===== config.mk =====
export PLATFORM = sky130hd
export DESIGN_NAME = uart_rx
export DESIGN_NICKNAME = d
export VERILOG_FILES = /design/src/rtl/uart_rx.sv
export SDC_FILE = /design/constraint.sdc
export NUM_CORES = 1
export LEC_CHECK = 0
export ABC_AREA = 1
export BUFFER_PORTS_ARGS = -buffer_cell sky130_fd_sc_hd__buf_2
export CORE_AREA = 8 8 69 59
export CTS_BUF_LIST = sky130_fd_sc_hd__clkbuf_2 sky130_fd_sc_hd__clkbuf_4 sky130_fd_sc_hd__clkbuf_8
export DETAILED_ROUTE_END_ITERATION = 8
export DIE_AREA = 0 0 77 67
export HOLD_SLACK_MARGIN = 0.05
export PLACE_DENSITY_LB_ADDON = 0.12
export SKIP_CTS_REPAIR_TIMING = 1
export SYNTH_ARGS = -nofsm -noshare
export SYNTH_HDL_FRONTEND = slang
export SYNTH_SLANG_ARGS = --single-unit

===== constraint.sdc =====
create_clock -name clk_i -period 1.7 [get_ports clk_i]
set_clock_uncertainty 0.05 [all_clocks]
set_input_delay 0.17 -clock clk_i [delete_from_list [all_inputs] [get_ports clk_i]]
set_output_delay 0.17 -clock clk_i [all_outputs]
set_load 0.05 [all_outputs]

===== src/rtl/uart_rx.sv =====
// UART receiver: 2-FF synchroniser, 16x-oversampled mid-bit deframing,
// single-entry valid/ready holding register with frame/parity/overrun flags.
// Ports: clk_i, rst_ni, baud_en_i, rx_i -> rx_data_o, rx_valid_o, rx_ready_i,
//        rx_frame_err_o, rx_parity_err_o, rx_overrun_o.
module uart_rx #(
  parameter int DATA_BITS  = 8,
  parameter int PARITY_EN  = 0,
  parameter int PARITY_ODD = 0,
  parameter int OVERSAMPLE = 16
) (
  input  logic                 clk_i,
  input  logic                 rst_ni,
  input  logic                 baud_en_i,
  input  logic                 rx_i,
  output logic [DATA_BITS-1:0] rx_data_o,
  output logic                 rx_valid_o,
  input  logic                 rx_ready_i,
  output logic                 rx_frame_err_o,
  output logic                 rx_parity_err_o,
  output logic                 rx_overrun_o
);

  localparam int TW = $clog2(OVERSAMPLE);
  localparam int BW = $clog2(DATA_BITS + 1);
  localparam logic [TW-1:0] HALF = TW'(OVERSAMPLE / 2 - 1);
  localparam logic [TW-1:0] LAST = TW'(OVERSAMPLE - 1);
  localparam logic [BW-1:0] BLAST = BW'(DATA_BITS - 1);
  localparam logic PEN = (PARITY_EN != 0);
  localparam logic ODD = (PARITY_ODD != 0);

  typedef enum logic [2:0] {
    S_IDLE,
    S_START,
    S_DATA,
    S_PARITY,
    S_STOP
  } state_e;

  state_e               state_q, state_d;
  logic [1:0]           sync_q;
  logic [TW-1:0]        tick_q, tick_d;
  logic [BW-1:0]        bit_q, bit_d;
  logic [DATA_BITS-1:0] shift_q, shift_d;
  logic                 par_err_q, par_err_d;
  logic [DATA_BITS-1:0] data_q, data_d;
  logic                 valid_q, valid_d;
  logic                 ferr_q, ferr_d;
  logic                 perr_q, perr_d;
  logic                 ovr_q, ovr_d;
  logic                 done;
  logic                 rx_s;

  assign rx_s = sync_q[1];

  always_ff @(posedge clk_i or negedge rst_ni) begin
    if (!rst_ni) begin
      sync_q    <= 2'b11;
      state_q   <= S_IDLE;
      tick_q    <= '0;
      bit_q     <= '0;
      shift_q   <= '0;
      par_err_q <= 1'b0;
      data_q    <= '0;
      valid_q   <= 1'b0;
      ferr_q    <= 1'b0;
      perr_q    <= 1'b0;
      ovr_q     <= 1'b0;
    end else begin
      sync_q    <= {sync_q[0], rx_i};
      state_q   <= state_d;
      tick_q    <= tick_d;
      bit_q     <= bit_d;
      shift_q   <= shift_d;
      par_err_q <= par_err_d;
      data_q    <= data_d;
      valid_q   <= valid_d;
      ferr_q    <= ferr_d;
      perr_q    <= perr_d;
      ovr_q     <= ovr_d;
    end
  end

  always_comb begin
    state_d   = state_q;
    tick_d    = tick_q;
    bit_d     = bit_q;
    shift_d   = shift_q;
    par_err_d = par_err_q;
    data_d    = data_q;
    valid_d   = valid_q;
    ferr_d    = ferr_q;
    perr_d    = perr_q;
    ovr_d     = 1'b0;
    done      = 1'b0;

    if (valid_q && rx_ready_i) begin
      valid_d = 1'b0;
    end

    if (baud_en_i) begin
      unique case (state_q)
        S_IDLE: begin
          if (!rx_s) begin
            state_d = S_START;
            tick_d  = '0;
          end
        end
        S_START: begin
          if (tick_q == HALF) begin
            tick_d  = '0;
            bit_d   = '0;
            // line back high at mid start bit: glitch
            state_d = rx_s ? S_IDLE : S_DATA;
          end else begin
            tick_d = tick_q + 1'b1;
          end
        end
        S_DATA: begin
          if (tick_q == LAST) begin
            tick_d  = '0;
            shift_d = {rx_s, shift_q[DATA_BITS-1:1]};
            bit_d   = bit_q + 1'b1;
            if (bit_q == BLAST) begin
              state_d = PEN ? S_PARITY : S_STOP;
            end
          end else begin
            tick_d = tick_q + 1'b1;
          end
        end
        S_PARITY: begin
          if (tick_q == LAST) begin
            tick_d    = '0;
            par_err_d = rx_s ^ (^shift_q) ^ ODD;
            state_d   = S_STOP;
          end else begin
            tick_d = tick_q + 1'b1;
          end
        end
        S_STOP: begin
          if (tick_q == LAST) begin
            tick_d  = '0;
            state_d = S_IDLE;
            done    = 1'b1;
          end else begin
            tick_d = tick_q + 1'b1;
          end
        end
        default: begin
          state_d = S_IDLE;
          tick_d  = '0;
        end
      endcase
    end

    if (done) begin
      if (!valid_q || rx_ready_i) begin
        data_d  = shift_q;
        ferr_d  = !rx_s;
        perr_d  = PEN & par_err_q;
        valid_d = 1'b1;
      end else begin
        ovr_d = 1'b1;
      end
    end
  end

  assign rx_data_o       = data_q;
  assign rx_valid_o      = valid_q;
  assign rx_frame_err_o  = ferr_q;
  assign rx_parity_err_o = perr_q;
  assign rx_overrun_o    = ovr_q;

endmodule

### Word-level counts from Yosys, hierarchy flattened

Cells that the tools add are included.

* $add $sub $neg: 2
* eq/ne operators: 13
* multiplexer cells: 23
* reductions and logical operators: 12

Operator list (number)
* $mux W4: 5
* $mux W3: 6
* $pmux W3 S5: 1
* $ne A2 B2 Y1 const B: 6
* $pmux W4 S3: 1
* $add A4 B1 Y4 const B: 2
* $eq A4 B3 Y1 const B: 2
* $mux W1: 8
* $pmux W4 S2: 1
* $reduce_and A7 Y1: 1
* $eq A3 B2 Y1 const B: 2
* $eq A4 B4 Y1 const B: 1
* $reduce_and A2 Y1: 2
* $reduce_and A4 Y1: 1
* $eq A3 B1 Y1 const B: 1
* $eq A3 B3 Y1 const B: 1
* $logic_not A3 Y1: 1
* $reduce_and A3 Y1: 1
* $reduce_or A3 Y1: 1
* $logic_not A1 Y1: 2
* $mux W2: 1
* $reduce_bool A2 Y1: 1
* $logic_and A1 B1 Y1: 1
* $logic_or A1 B1 Y1: 1

* flip-flop bits (word level): 32
* input port bits: 5
* output and inout bits: 12
* logic and storage cells: 59

### Logic depth before layout (Yosys ltp)

* depth in word-level cells: 5
* gate-level depth with buffers: 9
* mapped depth without buffers: 9

### Worst setup path after synthesis

No wires, ideal clock.

* path type: reg-to-reg
* start: register valid_q (netlist: rx_valid_o)
* end: register data_q[0] (netlist: rx_data_o[0])
* library setup time: 0.067 ns
* arrival time: 1.347 ns
* required time: 1.583 ns
* path slack: 0.236 ns
* stages on the path, launching flop included: 6
* buffers on the path: 1
* period minus slack after synthesis: 1.464 ns
* path through: dfrtp_1 inv_1 nor2_1 buf_2 o21ai_0 nand2_1

* cells in the longest elaborated chain, start to end: 3

RTL lines
* start, declared: line 46 `logic valid_q, valid_d;`
* start signal, assigned: line 76 `valid_q <= valid_d;`
* $logic_not A1 Y1: line 156 `if (!valid_q || rx_ready_i) begin`
* $logic_or A1 B1 Y1: line 156
* $reduce_and A2 Y1 (no line)
* end signal, assigned: line 75 `data_q <= data_d;`
* end, declared: line 45 `logic [DATA_BITS-1:0] data_q, data_d;`

No other way between the ends.
A chain may end at the register's enable or synchronous reset.

### Worst setup path after layout

* start: register tick_q[0]
* end: register data_q[4] (netlist: rx_data_o[4])

* cells in the longest elaborated chain, start to end: 5

RTL lines
* start, declared: line 41 `logic [TW-1:0] tick_q, tick_d;`
* start signal, assigned: line 71 `tick_q <= tick_d;`
* $eq A4 B4 Y1: line 140 `if (tick_q == LAST) begin`
* $mux W1: line 140
* $mux W1: line 101 `unique case (state_q)`
* $mux W1: line 100 `if (baud_en_i) begin`
* $reduce_and A2 Y1 (no line)

No other way between the ends.

==> impl_metrics.ini <==
[clocking]
path_clk_slew_ns = 0.06
cts.sinks = 32
cts_root_buffer = clkbuf_8
htree_levels = 2
cts_made_buffers = 5
cts.path.max_buffers = 2
tritoncts = built
clk-insertion-delay-late_ns = 0.28

[placed_design]
portBuffers = 15
dp_hpwl_microns = 2070
dp_slack_ns = 0.0574
place_congestion = 0.864

[sta]
fin_setup_tns_ns = 0
slew_violations = 0
worst_pin_slew_ns = 0.704
rsz0062_at_grt = false
hold_viol = 0
slew_headroom_pct = 53.1
whs_ns = 0.229
fin_ws_ns = 0.157
setup-violations-final = 0
finalCriticalPeriod_ns = 1.54
min_period_over_period_pct = 90.8
max_freq_mhz = 648

[cells_and_area]
antenna_cells = 0
multiInputGateArea_sq_um = 693
layout-drive-gt1-share_pct = 30.4
fin_nets = 210
seq_area_sq_um = 803
areaGrowthSynthToFinish_pct = 14.1
fillers = 268

[global_routing]
grt_overflow_total = 0
grt_start_max_net_pins = 33
antenna_found_initial = 0
grt_pass1_vias = 1102
grt_pass1_wl_microns = 5000
grt.total_usage_pct = 12.4

[floorplanning]
core_sq_um = 2970
die_h_microns = 67
initial_core_util_pct = 53.1
fp-row-count = 18
dieWidth_microns = 77
ios = 17
die-area_sq_um = 5160

[detailed_routing]
drtIter0Drc = 46
ant_nets = 0
via_per_inst = 4.77
wl_per_cell_microns = 11.9
drc = 0
via_count = 1165
dr.pass1.iters = 4
wirelength_microns = 2900

[synthesis]
netlist-cell-type-count = 22
syn_nets = 188
synth_seq_area_share_pct = 50.9
synth-edff-count = 0
syn_inst = 181
async_flop_share_pct = 100
postSynthAreaPerCell_sq_um = 8.72
synthFlopType = dfrtp_1
ys_ff_latch = 32
ys_warn_count = 0
synth_area_sq_um = 1580

[power]
p_leak_nw = 1.03
ir_drop_mv = 0.515
p_per_area_nw_per_um2 = 1070

[setup_path]
cp-start-kind = flip-flop
cp_max_fo = 13
crit_arrival_ns = 1.72
path_class = reg -> reg
ff2ff_path_depth = 9
cp-end-kind = flip-flop
crit_required_ns = 1.87

[worst_hold_path]
hold_depth = 3
hold_path_class = in -> reg

[run_status]
status = complete, no violations

[run]
maxCapViolCount = 0
[per-stage QoR]
step / utilization [%] / power, W / cells / instance area, sq um
final: 60.6 / 0.00193 / 244 / 1800
after global routing: 60.6 / 0.00208 / 244 / 1800
after CTS: 59.4 / 0.00195 / 241 / 1770
after detailed placement: 56.4 / 0.00136 / 233 / 1680
after global placement: 56.4 / 0.00135 / 233 / 1680
after floorplan: - / 0.00126 / 181 / 1580
[critical path, stage by stage (launching register included)]
cell and delay [ns]:
dfrtp_1 0.39, ha_1 0.21, nand2_2 0.07, inv_2 0.08, nand2_4 0.09, nor2_4 0.11, nand2_4 0.14, nor2_4 0.19
nand2_1 0.08, nand2_1 0.08
[path summary, 6_finish.rpt]
kind	from	endpoint	slack [ns]
max	tick_q[0]$_DFFE_PN0P_	rx_data_o[4]$_DFFE_PN0P_	0.16
min	baud_en_i	rx_valid_o$_DFF_PN0_	0.23
max reg2reg	tick_q[0]$_DFFE_PN0P_	rx_data_o[4]$_DFFE_PN0P_	0.16
min reg2reg	sync_q[0]$_DFF_PN1_	sync_q[1]$_DFF_PN1_	0.30
max in group asynchronous	rst_ni	shift_q[5]$_DFFE_PN0P_	0.73
min in group asynchronous	rst_ni	tick_q[0]$_DFFE_PN0P_	0.42
[area by class of cell]
class / instances / area share (%)
clock buffers: 7 / 4.65
clock inverters: 1 / 0.278
inverters: 17 / 3.54
multi-input cells: 129 / 38.5
flip-flops and latches: 32 / 44.6
well taps: 40 / 2.78
repair buffers: 18 / 5.69
[cell usage after synthesis, types with 3 or more instances]
library cell	number	share of area (%)
nand2_1	55	13
dfrtp_1	30	48
nor2_1	17	4.0
inv_1	14	3.3
nand3_1	14	4.4
o21ai_2	13	7.2
nand2_2	6	2.4
a21oi_2	4	2.2
nor2_2	4	1.6
inv_2	3	0.71
nor2_4	3	2.1
o21ai_0	3	0.95
[registers in the layout (all words and copies together), names as in the netlist]
name and cells:
rx_overrun_o 1, rx_data_o 8, sync_q 2, tick_q 4
bit_q 4, rx_frame_err_o 1, state_q 3, rx_valid_o 1
shift_q 8
[routing by layer]
layer  vias to the layer above  global-route usage [%]  share of wire [%]
li1                        613                       -                  -
met1                       521                    14.5                 48
met2                        26                    19.2                 44
met3                         5                    5.24                6.5
met4                         0                    7.04                1.6
met5                         -                       0                  0
[layout by cell type, fill, tap and decap left out, types with 2 or more instances in the layout]
| master | count |
|---|---|
| inv_2 | 3 |
| nand2_4 | 3 |
| inv_1 | 14 |
| o21ai_2 | 13 |
| a21oi_2 | 4 |
| dfstp_2 | 2 |
| ha_1 | 2 |
| clkbuf_4 | 2 |
| clkbuf_8 | 5 |
| buf_2 | 15 |
| nand2_1 | 55 |
| o21ai_0 | 3 |
| nor2_2 | 4 |
| dfrtp_1 | 30 |
| dlygate4sd3_1 | 2 |
| nor2_1 | 17 |
| nand3_1 | 14 |
| nand2_2 | 5 |
| nor3_1 | 2 |
| nor2_4 | 4 |
[kinds of logic after synthesis]
kind of cell,count (synthesis),share of synthesized area [%]
AND/OR/NAND/NOR,104,30.1
flip-flops,32,50.9
buffers and inverters,21,6.26
AO/OA/AOI/OAI,20,10.4
adder cells (fa/ha/maj),2,1.58
XOR/XNOR,1,0.555
other,1,0.237
[power by group]
part	leakage [nW]	internal, W	switching, W	total (W)
clock	0.0491	0.000318	0.000256	0.000575
sequential	0.421	0.000826	0.0000728	0.000899
combinational	0.562	0.000140	0.000320	0.000459
Power figures use the tool's default switching activity.
